==> config.mk <==
export PLATFORM = sky130hd
export DESIGN_NAME = mfp_ahb_lite_arbiter
export DESIGN_NICKNAME = d
export VERILOG_FILES = /design/src/rtl/mfp_ahb_lite_pkg.sv /design/src/rtl/mfp_ahb_lite_addr_hold.sv /design/src/rtl/mfp_ahb_lite_arbiter.sv
export SDC_FILE = /design/constraint.sdc
export NUM_CORES = 1
export LEC_CHECK = 0
export BUFFER_PORTS_ARGS = -buffer_cell sky130_fd_sc_hd__clkbuf_2
export CORE_UTILIZATION = 30
export CTS_CLUSTER_SIZE = 10
export DETAILED_ROUTE_END_ITERATION = 7
export PLACE_DENSITY = 0.64
export RECOVER_POWER = 25
export SLEW_MARGIN = 20
export SYNTH_ARGS = -nofsm -noshare
export SYNTH_HDL_FRONTEND = slang
export SYNTH_SLANG_ARGS = --single-unit
==> constraint.sdc <==
create_clock -name HCLK -period 1.9 [get_ports HCLK]
set_input_delay 0.095 -clock HCLK [delete_from_list [all_inputs] [get_ports HCLK]]
set_output_delay 0.095 -clock HCLK [all_outputs]
set_load 0.02 [all_outputs]
==> src/rtl/mfp_ahb_lite_pkg.sv <==
// Shared AHB-Lite encodings for the two-master arbiter.
package mfp_ahb_lite_pkg;

    typedef enum logic [1:0] {
        HTRANS_IDLE   = 2'b00,
        HTRANS_BUSY   = 2'b01,
        HTRANS_NONSEQ = 2'b10,
        HTRANS_SEQ    = 2'b11
    } htrans_e;

    localparam logic HRESP_OKAY  = 1'b0;
    localparam logic HRESP_ERROR = 1'b1;

    // NONSEQ and SEQ both carry a real transfer; IDLE and BUSY do not.
    function automatic logic trans_active(input logic [1:0] htrans);
        return htrans[1];
    endfunction

endpackage

==> src/rtl/mfp_ahb_lite_addr_hold.sv <==
// One-entry address/control hold register for a single master plus the
// mux that picks the held entry over the live master inputs.
import mfp_ahb_lite_pkg::*;

module mfp_ahb_lite_addr_hold #(
    parameter int ADDR_WIDTH = 32
) (
    input  logic                  clk,
    input  logic                  rst,
    input  logic                  capture,
    input  logic                  release_pend,
    input  logic [ADDR_WIDTH-1:0] live_haddr,
    input  logic [2:0]            live_hburst,
    input  logic [2:0]            live_hsize,
    input  logic [3:0]            live_hprot,
    input  logic [1:0]            live_htrans,
    input  logic                  live_hwrite,
    input  logic                  live_hmastlock,
    output logic [ADDR_WIDTH-1:0] src_haddr,
    output logic [2:0]            src_hburst,
    output logic [2:0]            src_hsize,
    output logic [3:0]            src_hprot,
    output logic [1:0]            src_htrans,
    output logic                  src_hwrite,
    output logic                  src_hmastlock,
    output logic                  pending
);

    logic                  pend_q,     pend_d;
    logic [ADDR_WIDTH-1:0] haddr_q,    haddr_d;
    logic [2:0]            hburst_q,   hburst_d;
    logic [2:0]            hsize_q,    hsize_d;
    logic [3:0]            hprot_q,    hprot_d;
    logic [1:0]            htrans_q,   htrans_d;
    logic                  hwrite_q,   hwrite_d;
    logic                  hmastlock_q, hmastlock_d;

    // Next-state: load on capture, drop once the held transfer is forwarded.
    always_comb begin
        pend_d      = pend_q;
        haddr_d     = haddr_q;
        hburst_d    = hburst_q;
        hsize_d     = hsize_q;
        hprot_d     = hprot_q;
        htrans_d    = htrans_q;
        hwrite_d    = hwrite_q;
        hmastlock_d = hmastlock_q;
        if (capture) begin
            pend_d      = 1'b1;
            haddr_d     = live_haddr;
            hburst_d    = live_hburst;
            hsize_d     = live_hsize;
            hprot_d     = live_hprot;
            htrans_d    = live_htrans;
            hwrite_d    = live_hwrite;
            hmastlock_d = live_hmastlock;
        end else if (release_pend) begin
            pend_d = 1'b0;
        end else begin
            pend_d = pend_q;
        end
    end

    // Hold register; a reset discards any held transfer.
    always_ff @(posedge clk) begin
        if (rst) begin
            pend_q      <= 1'b0;
            haddr_q     <= '0;
            hburst_q    <= 3'b000;
            hsize_q     <= 3'b000;
            hprot_q     <= 4'b0000;
            htrans_q    <= HTRANS_IDLE;
            hwrite_q    <= 1'b0;
            hmastlock_q <= 1'b0;
        end else begin
            pend_q      <= pend_d;
            haddr_q     <= haddr_d;
            hburst_q    <= hburst_d;
            hsize_q     <= hsize_d;
            hprot_q     <= hprot_d;
            htrans_q    <= htrans_d;
            hwrite_q    <= hwrite_d;
            hmastlock_q <= hmastlock_d;
        end
    end

    // Source mux: a held transfer always takes precedence over live inputs.
    always_comb begin
        pending = pend_q;
        if (pend_q) begin
            src_haddr     = haddr_q;
            src_hburst    = hburst_q;
            src_hsize     = hsize_q;
            src_hprot     = hprot_q;
            src_htrans    = htrans_q;
            src_hwrite    = hwrite_q;
            src_hmastlock = hmastlock_q;
        end else begin
            src_haddr     = live_haddr;
            src_hburst    = live_hburst;
            src_hsize     = live_hsize;
            src_hprot     = live_hprot;
            src_htrans    = live_htrans;
            src_hwrite    = live_hwrite;
            src_hmastlock = live_hmastlock;
        end
    end

endmodule

==> src/rtl/mfp_ahb_lite_arbiter.sv <==
// Two-master AHB-Lite arbiter: grants one address phase per cycle onto the
// shared bus, parks the losing master in its hold register, and routes the
// data-phase response back to the master that owns it.
import mfp_ahb_lite_pkg::*;

module mfp_ahb_lite_arbiter #(
    parameter int ROUND_ROBIN = 0,
    parameter int ADDR_WIDTH  = 32
) (
    input  logic                  HCLK,
    input  logic                  HRESET,
    input  logic [ADDR_WIDTH-1:0] M0_HADDR,
    input  logic [2:0]            M0_HBURST,
    input  logic [2:0]            M0_HSIZE,
    input  logic [3:0]            M0_HPROT,
    input  logic [1:0]            M0_HTRANS,
    input  logic                  M0_HWRITE,
    input  logic                  M0_HMASTLOCK,
    input  logic [31:0]           M0_HWDATA,
    output logic [31:0]           M0_HRDATA,
    output logic                  M0_HREADY,
    output logic                  M0_HRESP,
    input  logic [ADDR_WIDTH-1:0] M1_HADDR,
    input  logic [2:0]            M1_HBURST,
    input  logic [2:0]            M1_HSIZE,
    input  logic [3:0]            M1_HPROT,
    input  logic [1:0]            M1_HTRANS,
    input  logic                  M1_HWRITE,
    input  logic                  M1_HMASTLOCK,
    input  logic [31:0]           M1_HWDATA,
    output logic [31:0]           M1_HRDATA,
    output logic                  M1_HREADY,
    output logic                  M1_HRESP,
    output logic [ADDR_WIDTH-1:0] HADDR,
    output logic [2:0]            HBURST,
    output logic                  HMASTLOCK,
    output logic [3:0]            HPROT,
    output logic [2:0]            HSIZE,
    output logic [1:0]            HTRANS,
    output logic                  HWRITE,
    output logic [31:0]           HWDATA,
    input  logic [31:0]           HRDATA,
    input  logic                  HREADY,
    input  logic                  HRESP,
    output logic                  HMASTER
);

    logic [ADDR_WIDTH-1:0] src_haddr_s     [2];
    logic [2:0]            src_hburst_s    [2];
    logic [2:0]            src_hsize_s     [2];
    logic [3:0]            src_hprot_s     [2];
    logic [1:0]            src_htrans_s    [2];
    logic                  src_hwrite_s    [2];
    logic                  src_hmastlock_s [2];
    logic                  pending_s       [2];
    logic                  capture_s       [2];
    logic                  release_s       [2];
    logic                  mx_hready_s     [2];
    logic                  live_active_s   [2];
    logic                  src_active_s    [2];
    logic                  grant_s, grant_active_s, fwd_s;

    logic dp_valid_q,   dp_valid_d;
    logic dp_owner_q,   dp_owner_d;
    logic last_grant_q, last_grant_d;
    logic lock_q,       lock_d;

    mfp_ahb_lite_addr_hold #(.ADDR_WIDTH(ADDR_WIDTH)) u_hold0 (
        .clk(HCLK), .rst(HRESET), .capture(capture_s[0]), .release_pend(release_s[0]),
        .live_haddr(M0_HADDR), .live_hburst(M0_HBURST), .live_hsize(M0_HSIZE),
        .live_hprot(M0_HPROT), .live_htrans(M0_HTRANS), .live_hwrite(M0_HWRITE),
        .live_hmastlock(M0_HMASTLOCK),
        .src_haddr(src_haddr_s[0]), .src_hburst(src_hburst_s[0]), .src_hsize(src_hsize_s[0]),
        .src_hprot(src_hprot_s[0]), .src_htrans(src_htrans_s[0]), .src_hwrite(src_hwrite_s[0]),
        .src_hmastlock(src_hmastlock_s[0]), .pending(pending_s[0])
    );

    mfp_ahb_lite_addr_hold #(.ADDR_WIDTH(ADDR_WIDTH)) u_hold1 (
        .clk(HCLK), .rst(HRESET), .capture(capture_s[1]), .release_pend(release_s[1]),
        .live_haddr(M1_HADDR), .live_hburst(M1_HBURST), .live_hsize(M1_HSIZE),
        .live_hprot(M1_HPROT), .live_htrans(M1_HTRANS), .live_hwrite(M1_HWRITE),
        .live_hmastlock(M1_HMASTLOCK),
        .src_haddr(src_haddr_s[1]), .src_hburst(src_hburst_s[1]), .src_hsize(src_hsize_s[1]),
        .src_hprot(src_hprot_s[1]), .src_htrans(src_htrans_s[1]), .src_hwrite(src_hwrite_s[1]),
        .src_hmastlock(src_hmastlock_s[1]), .pending(pending_s[1])
    );

    // Grant: lock/burst continuation first, then priority or alternation.
    always_comb begin
        live_active_s[0] = trans_active(M0_HTRANS);
        live_active_s[1] = trans_active(M1_HTRANS);
        src_active_s[0]  = trans_active(src_htrans_s[0]);
        src_active_s[1]  = trans_active(src_htrans_s[1]);
        grant_s          = last_grant_q;
        if (lock_q) begin
            grant_s = last_grant_q;
        end else if (src_htrans_s[0] == HTRANS_SEQ) begin
            grant_s = 1'b0;
        end else if (src_htrans_s[1] == HTRANS_SEQ) begin
            grant_s = 1'b1;
        end else if (src_active_s[0] && src_active_s[1]) begin
            grant_s = (ROUND_ROBIN != 0) ? ~last_grant_q : 1'b0;
        end else if (src_active_s[0]) begin
            grant_s = 1'b0;
        end else if (src_active_s[1]) begin
            grant_s = 1'b1;
        end else begin
            grant_s = last_grant_q;
        end
        grant_active_s = src_active_s[grant_s];
        fwd_s          = grant_active_s && HREADY;
    end

    // Per-master ready, hold-register capture and release.
    always_comb begin
        for (int i = 0; i < 2; i++) begin
            if (dp_valid_q && (dp_owner_q == 1'(i))) begin
                mx_hready_s[i] = HREADY;
            end else if (pending_s[i]) begin
                mx_hready_s[i] = 1'b0;
            end else begin
                mx_hready_s[i] = 1'b1;
            end
            release_s[i] = fwd_s && (grant_s == 1'(i)) && pending_s[i];
            capture_s[i] = mx_hready_s[i] && live_active_s[i] && !pending_s[i]
                           && !(fwd_s && (grant_s == 1'(i)));
        end
    end

    // Data-phase ownership and lock tracking advance whenever the bus is ready.
    always_comb begin
        dp_valid_d   = dp_valid_q;
        dp_owner_d   = dp_owner_q;
        last_grant_d = last_grant_q;
        lock_d       = lock_q;
        if (HREADY) begin
            dp_valid_d = grant_active_s;
            lock_d     = src_hmastlock_s[grant_s];
            if (grant_active_s) begin
                dp_owner_d   = grant_s;
                last_grant_d = grant_s;
            end else begin
                dp_owner_d   = dp_owner_q;
                last_grant_d = last_grant_q;
            end
        end else begin
            dp_valid_d = dp_valid_q;
        end
    end

    // Arbiter state registers.
    always_ff @(posedge HCLK) begin
        if (HRESET) begin
            dp_valid_q   <= 1'b0;
            dp_owner_q   <= 1'b0;
            last_grant_q <= 1'b1;
            lock_q       <= 1'b0;
        end else begin
            dp_valid_q   <= dp_valid_d;
            dp_owner_q   <= dp_owner_d;
            last_grant_q <= last_grant_d;
            lock_q       <= lock_d;
        end
    end

    // Shared-bus drive and response routing, forced quiet during reset.
    always_comb begin
        HADDR     = src_haddr_s[grant_s];
        HBURST    = src_hburst_s[grant_s];
        HSIZE     = src_hsize_s[grant_s];
        HPROT     = src_hprot_s[grant_s];
        HWRITE    = src_hwrite_s[grant_s];
        HMASTLOCK = src_hmastlock_s[grant_s];
        HTRANS    = (!HRESET && grant_active_s) ? src_htrans_s[grant_s] : HTRANS_IDLE;
        HMASTER   = HRESET ? 1'b0 : grant_s;
        HWDATA    = dp_owner_q ? M1_HWDATA : M0_HWDATA;
        M0_HREADY = HRESET | mx_hready_s[0];
        M1_HREADY = HRESET | mx_hready_s[1];
        M0_HRDATA = 32'h0000_0000;
        M1_HRDATA = 32'h0000_0000;
        M0_HRESP  = HRESP_OKAY;
        M1_HRESP  = HRESP_OKAY;
        if (!HRESET && dp_valid_q) begin
            if (dp_owner_q) begin
                M1_HRDATA = HRDATA;
                M1_HRESP  = HRESP;
            end else begin
                M0_HRDATA = HRDATA;
                M0_HRESP  = HRESP;
            end
        end else begin
            M0_HRESP = HRESP_OKAY;
        end
    end

endmodule

== After elaboration in Yosys (flattened, before gate mapping) ==
Cells that the tools add are included.

* Bits in registers: 98
* Logic and storage cells: 115
* Input port bits: 192
* Output and inout bits: 147

* Order comparisons: 1
* Reduce and logical (&&, ||, !) cells: 24
* Bitwise logic cells: 5
* Equal/unequal tests: 2
* Multiplexer cells: 63

{| class="wikitable"
|+ Operators with widths
! cell !! count
|-
| $mux 32 || 10
|-
| $mux 1 || 32
|-
| $mux 3 || 10
|-
| $mux 4 || 5
|-
| $logic_and 1x1->1 || 16
|-
| $mux 2 || 6
|-
| $logic_not 1->1 || 5
|-
| $eq 2x2->1 const B || 2
|-
| $reduce_bool 2->1 || 2
|-
| $ge 2x2->1 const B || 1
|-
| $not 1->1 || 2
|-
| $not 1->2 || 1
|-
| $or 1x1->1 || 2
|-
| $reduce_and 2->1 || 1
|}

== Longest topological paths before layout ==
* Word-level depth: 16
* Mapped depth: 9
* Gate-level depth less buffers: 5

== Cells and area by module ==
Synthesis repeated with hierarchy kept, for this count alone.

* Cell total of the unflattened synthesis: 650
* Area total of the unflattened synthesis: 6530.0 um^2

{| class="wikitable"
|+ Modules (own cells, without submodules)
! module !! seq. area each (um^2) !! cells an instance !! times used !! area each (um^2)
|-
| mfp_ahb_lite_addr_hold || 940.9 || 203 || 2 || 2369.8
|-
| mfp_ahb_lite_arbiter || 80.1 || 244 || 1 || 1790.5
|}

== Least setup slack after synthesis ==
No wires, ideal clock.

* Kind: reg-to-output
* From: register u_hold0.pend_q, in the netlist u_hold0.pending
* To: output HTRANS[1]
* Path slack: -0.102 ns
* Cell stages (with the launch flop): 8
* Arrival time: 1.907 ns
* Path through: dfxtp_1 > buf_4 > mux2i_1 > a21oi_1 > o21ai_2 > buf_2 > nor2_1 > a211oi_1

* Cells in the longest elaborated chain, start to end: 12
* Elaborated cells between the ends (all ways): 17
* Those cells by class: 1 x eq/ne; 13 x mux; 1 x bitwise; 2 x reduce/logical

{| class="wikitable"
|+ RTL lines
! element !! line !! RTL
|-
| start, declared || mfp_ahb_lite_addr_hold.sv:29 || <nowiki>logic pend_q, pend_d;</nowiki>
|-
| start signal, assigned || mfp_ahb_lite_addr_hold.sv:76 || <nowiki>pend_q <= pend_d;</nowiki>
|-
| $mux 2 (*) || mfp_ahb_lite_addr_hold.sv:90 || <nowiki>if (pend_q) begin</nowiki>
|-
| $mux 1 / $logic_and 1x1->1 (equally long branches) || mfp_ahb_lite_arbiter.sv:103, mfp_ahb_lite_arbiter.sv:101 ||
|-
| $mux 1 || mfp_ahb_lite_arbiter.sv:101 || <nowiki>end else if (src_active_s[0] && src_active_s[1]) begin</nowiki>
|-
| $mux 1 || mfp_ahb_lite_arbiter.sv:99 || <nowiki>end else if (src_htrans_s[1] == HTRANS_SEQ) begin</nowiki>
|-
| $mux 1 || mfp_ahb_lite_arbiter.sv:97 || <nowiki>end else if (src_htrans_s[0] == HTRANS_SEQ) begin</nowiki>
|-
| $mux 1 || mfp_ahb_lite_arbiter.sv:95 || <nowiki>if (lock_q) begin</nowiki>
|-
| $not 1->2 (implied by the code) || mfp_ahb_lite_arbiter.sv:110, mfp_ahb_lite_arbiter.sv:174 ||
|-
| $mux 1 (implied by the code) (3 in series) || mfp_ahb_lite_arbiter.sv:110 || <nowiki>grant_active_s = src_active_s[grant_s];</nowiki>
|-
| $logic_and 1x1->1 || mfp_ahb_lite_arbiter.sv:174 || <nowiki>HTRANS = (!HRESET && grant_active_s) ? src_htrans_s[grant_s] : HTRANS_IDLE;</nowiki>
|-
| $mux 2 (*) || mfp_ahb_lite_arbiter.sv:174 ||
|-
| end, declared || mfp_ahb_lite_arbiter.sv:39 || <nowiki>output logic [1:0] HTRANS,</nowiki>
|}

Every way passes the cells marked *; elsewhere a longest branch is shown, timed or not. The select of a mux whose other input is x is not followed.

== Worst setup path after layout ==
* From: register u_hold1.pend_q, in the netlist u_hold1.pending
* To: output HTRANS[0]

* Cells in the longest elaborated chain, start to end: 13
* Elaborated cells between the ends (all ways): 18
* Those cells by class: 1 x eq/ne; 14 x mux; 1 x bitwise; 2 x reduce/logical

{| class="wikitable"
|+ RTL lines
! element !! line !! RTL
|-
| start, declared || mfp_ahb_lite_addr_hold.sv:29 ||
|-
| start signal, assigned || mfp_ahb_lite_addr_hold.sv:76 ||
|-
| $mux 2 (*) || mfp_ahb_lite_addr_hold.sv:90 ||
|-
| $mux 1 || mfp_ahb_lite_arbiter.sv:105 || <nowiki>end else if (src_active_s[1]) begin</nowiki>
|-
| $mux 1 || mfp_ahb_lite_arbiter.sv:103 || <nowiki>end else if (src_active_s[0]) begin</nowiki>
|-
| $mux 1 || mfp_ahb_lite_arbiter.sv:101 ||
|-
| $mux 1 || mfp_ahb_lite_arbiter.sv:99 ||
|-
| $mux 1 || mfp_ahb_lite_arbiter.sv:97 ||
|-
| $mux 1 || mfp_ahb_lite_arbiter.sv:95 ||
|-
| $not 1->2 (implied by the code) || mfp_ahb_lite_arbiter.sv:110, mfp_ahb_lite_arbiter.sv:174 ||
|-
| $mux 1 (implied by the code) (3 in series) || mfp_ahb_lite_arbiter.sv:110 ||
|-
| $logic_and 1x1->1 || mfp_ahb_lite_arbiter.sv:174 ||
|-
| $mux 2 (*) || mfp_ahb_lite_arbiter.sv:174 ||
|}

Marked as above.

==> out/results.txt <==
largest net degree at the start of global routing - 62
Setup crit start kind - register
Yosys cell types - 34
Pleak - 4.87 nW
Syn Nets - 944
mux cell area share after synthesis - 21.6%
Yosys top cell by area - dfxtp_1
CTS max path bufs - 2
power per cell area - 757 nW/um^2
GR Layer Usage met2 - 38.2%
TritonCTS buffer count - 9
Vias/cell - 4.93
filler instances - 1811
ys async rst share - 0%
Global Route Usage Sum - 22.2%
Clock Sinks - 98
hold-critical path depth - 3
Hold Slack - 14.0 ps
unrepaired setup endpoints after global routing - true
#FFs+latches synth - 98
setup violators final - 139
Synth Area in Simple Gates - 22.8%
Post-Route Setup TNS - -20680 ps
Layout area overhead - 71.3%
antenna violations before repair - 1
Worst EP arrival - 2150 ps
worst clock skew - 9.70 ps
I/O pins - 339
f_max - 0.445 GHz
XOR/XNOR Fraction of Synth Area - 0%
period utilisation layout - 118%
# nets final - 1374
Worst Hold Class - in -> reg
H-tree levels - 3
IO Port Bufs - 338
Root Driver - clkbuf_16
most common cell in the netlist - nor2_1
total core area - 19600 um^2
kind of end point of the critical path - primary output
effective utilization at floorplan - 30.8%
final worst slack - -346 ps
met3 usage - 6.33%
global route total overflow - 0
Synth Area in Adders - 0%
final hold violations - 0
Yosys Warn Count - 0
wire per inst - 17.9 um
Mean Syn Cell Area - 8.03 um^2
vias in the first global route - 6518
first-pass iteration count of the detailed router - 4
Post-Synthesis Cells - 752
Final ANT Viol Nets - 0
mapped cell area - 6040 um^2
layout cells sized above 1 - 47.9%
detailed placement HPWL - 16400 um
Critical Path RT - 1800 ps
Rows - 51
DRT iter0 DRCs - 247
DR DRC count - 0
Worst-Margin Slew - 693 ps
status - finished, violations left
first-pass GRT wire length - 34900 um
Max Slew Vio Count - 0
Post-Route WL - 26100 um
dominant synthesized flop cell - dfxtp_1
peak supply drop - 0.000593 V
Synth area leaders - dfxtp_1 (32%), mux2i_1 (15%), nor2_1 (7.4%)
gpl congestion - 0.914
Worst Path Max Fanout - 6
GRT busiest layer - met2
R2R depth - 10
met1 usage - 25.3%
clock-pin slew on the worst setup and hold paths - 70 ps
post-synthesis sequential area ratio - 32.5%
failing checks - negative setup slack
min cycle time layout - 2250 ps
EDFF count, synth - 0
post-synth top area share - 32.5%
die width - 144 um
DR vias - 7167
Post-synth top cells - nor2_1 (119), dfxtp_1 (98), nand2_1 (94)
slew margin rel. - 53.8%
Vert. Die Dim - 144 um
Max Cap Viol - 0
Clock Latency Late Sink - 360 ps
worst setup path class - reg -> out
die area - 20700 um^2
TritonCTS clock tree - yes
main combinational cell family by area after synthesis - simple AND/OR/NAND/NOR gates
post-synthesis compound-gate area fraction - 17.2%
## report_power, final
group	internal (W)	leakage, nW	total, W	switching, W
logic	0.00157	3.90	0.00347	0.00190
clock network	0.00114	0.157	0.00200	0.000860
registers	0.00222	0.806	0.00236	0.000134
total	0.00493	4.87	0.00782	0.00289
## flip-flops by register name (all words and copies together), names as in the netlist, 2 cells and up
register	cells
u_hold0.hburst_q	3
u_hold0.hsize_q	3
u_hold0.hprot_q	4
u_hold1.haddr_q	32
u_hold0.htrans_q	2
u_hold1.hprot_q	4
u_hold1.hsize_q	3
u_hold0.haddr_q	32
u_hold1.htrans_q	2
u_hold1.hburst_q	3
## per-stage QoR
stage | cells | utilization [%] | instance area (um^2) | power [W] | setup WS [ps]
floorplan | 752 | - | 6040 | 0.00401 | 41.4
global placement | 1328 | 41.4 | 8110 | 0.00499 | -66.4
detailed placement | 1328 | 41.4 | 8110 | 0.00501 | -91.1
CTS | 1439 | 49.1 | 9610 | 0.00739 | -383
global route | 1453 | 52.8 | 10300 | 0.00819 | -422
finish | 1454 | 52.8 | 10300 | 0.00782 | -346
## path summary, 6_finish.rpt
check                        end  slack (ps)                start
max                    HTRANS[0]        -350      u_hold1.pending
min           u_hold1.haddr_q[5]          10          M1_HADDR[5]
max reg2reg  u_hold0.haddr_q[12]        -170      u_hold0.pending
min reg2reg  u_hold0.haddr_q[17]         460  u_hold0.haddr_q[17]
## layer usage
layer	routed length (um)	vias to the layer above
met1	10600	3377
met3	1840	67
li1	-	3437
met5	0	-
met4	1090	0
met2	12600	286
## placed cells by master (no fill, tap or decap), types with 4 or more instances in the layout
cell type      instances
buf_12                14
mux2_2                33
a211oi_1              39
dlygate4sd3_1         84
nand2_4               43
mux2i_1               85
clkbuf_16             15
a21oi_2               44
buf_6                 12
clkbuf_8               4
buf_4                 55
dfxtp_1               96
nor2_1               118
and2_1                43
nand2_1               48
nand2b_1              36
clkbuf_2             306
a21oi_1               50
a211oi_2               7
## cell families after synthesis
family,after synthesis
flops,98
compound gates,155
simple gates,305
buf+inv,69
mux,125
## layout make-up
| class | count | area, um^2 | area share [%] |
|---|---|---|---|
| antenna | 2 | 5.00 | 0.0484 |
| clock buffer | 12 | 267 | 2.58 |
| clock inverter | 4 | 57.6 | 0.557 |
| inverter | 4 | 15.0 | 0.145 |
| multi-input combinational | 585 | 4280 | 41.4 |
| sequential | 98 | 1970 | 19.0 |
| tap | 265 | 332 | 3.21 |
| timing repair buffer | 484 | 3410 | 33.0 |
## worst max-delay path, stage by stage, from the launching register on
cell	delay, ps
dfxtp_4	370
mux2_4	320
a21oi_4	180
o21ai_4	130
buf_6	160
or3_4	330
a21oi_4	160
buf_8	130
## what timing repair did
item,in CTS,in global routing
hold endpoints to repair,84,0
hold buffers,84,0
pin swaps,8,100
resized for setup,54,167
cloned,2,12
endpoints found under the setup margin,79,158
setup buffers,9,4
Note: power is estimated with default switching activity, not from simulation.
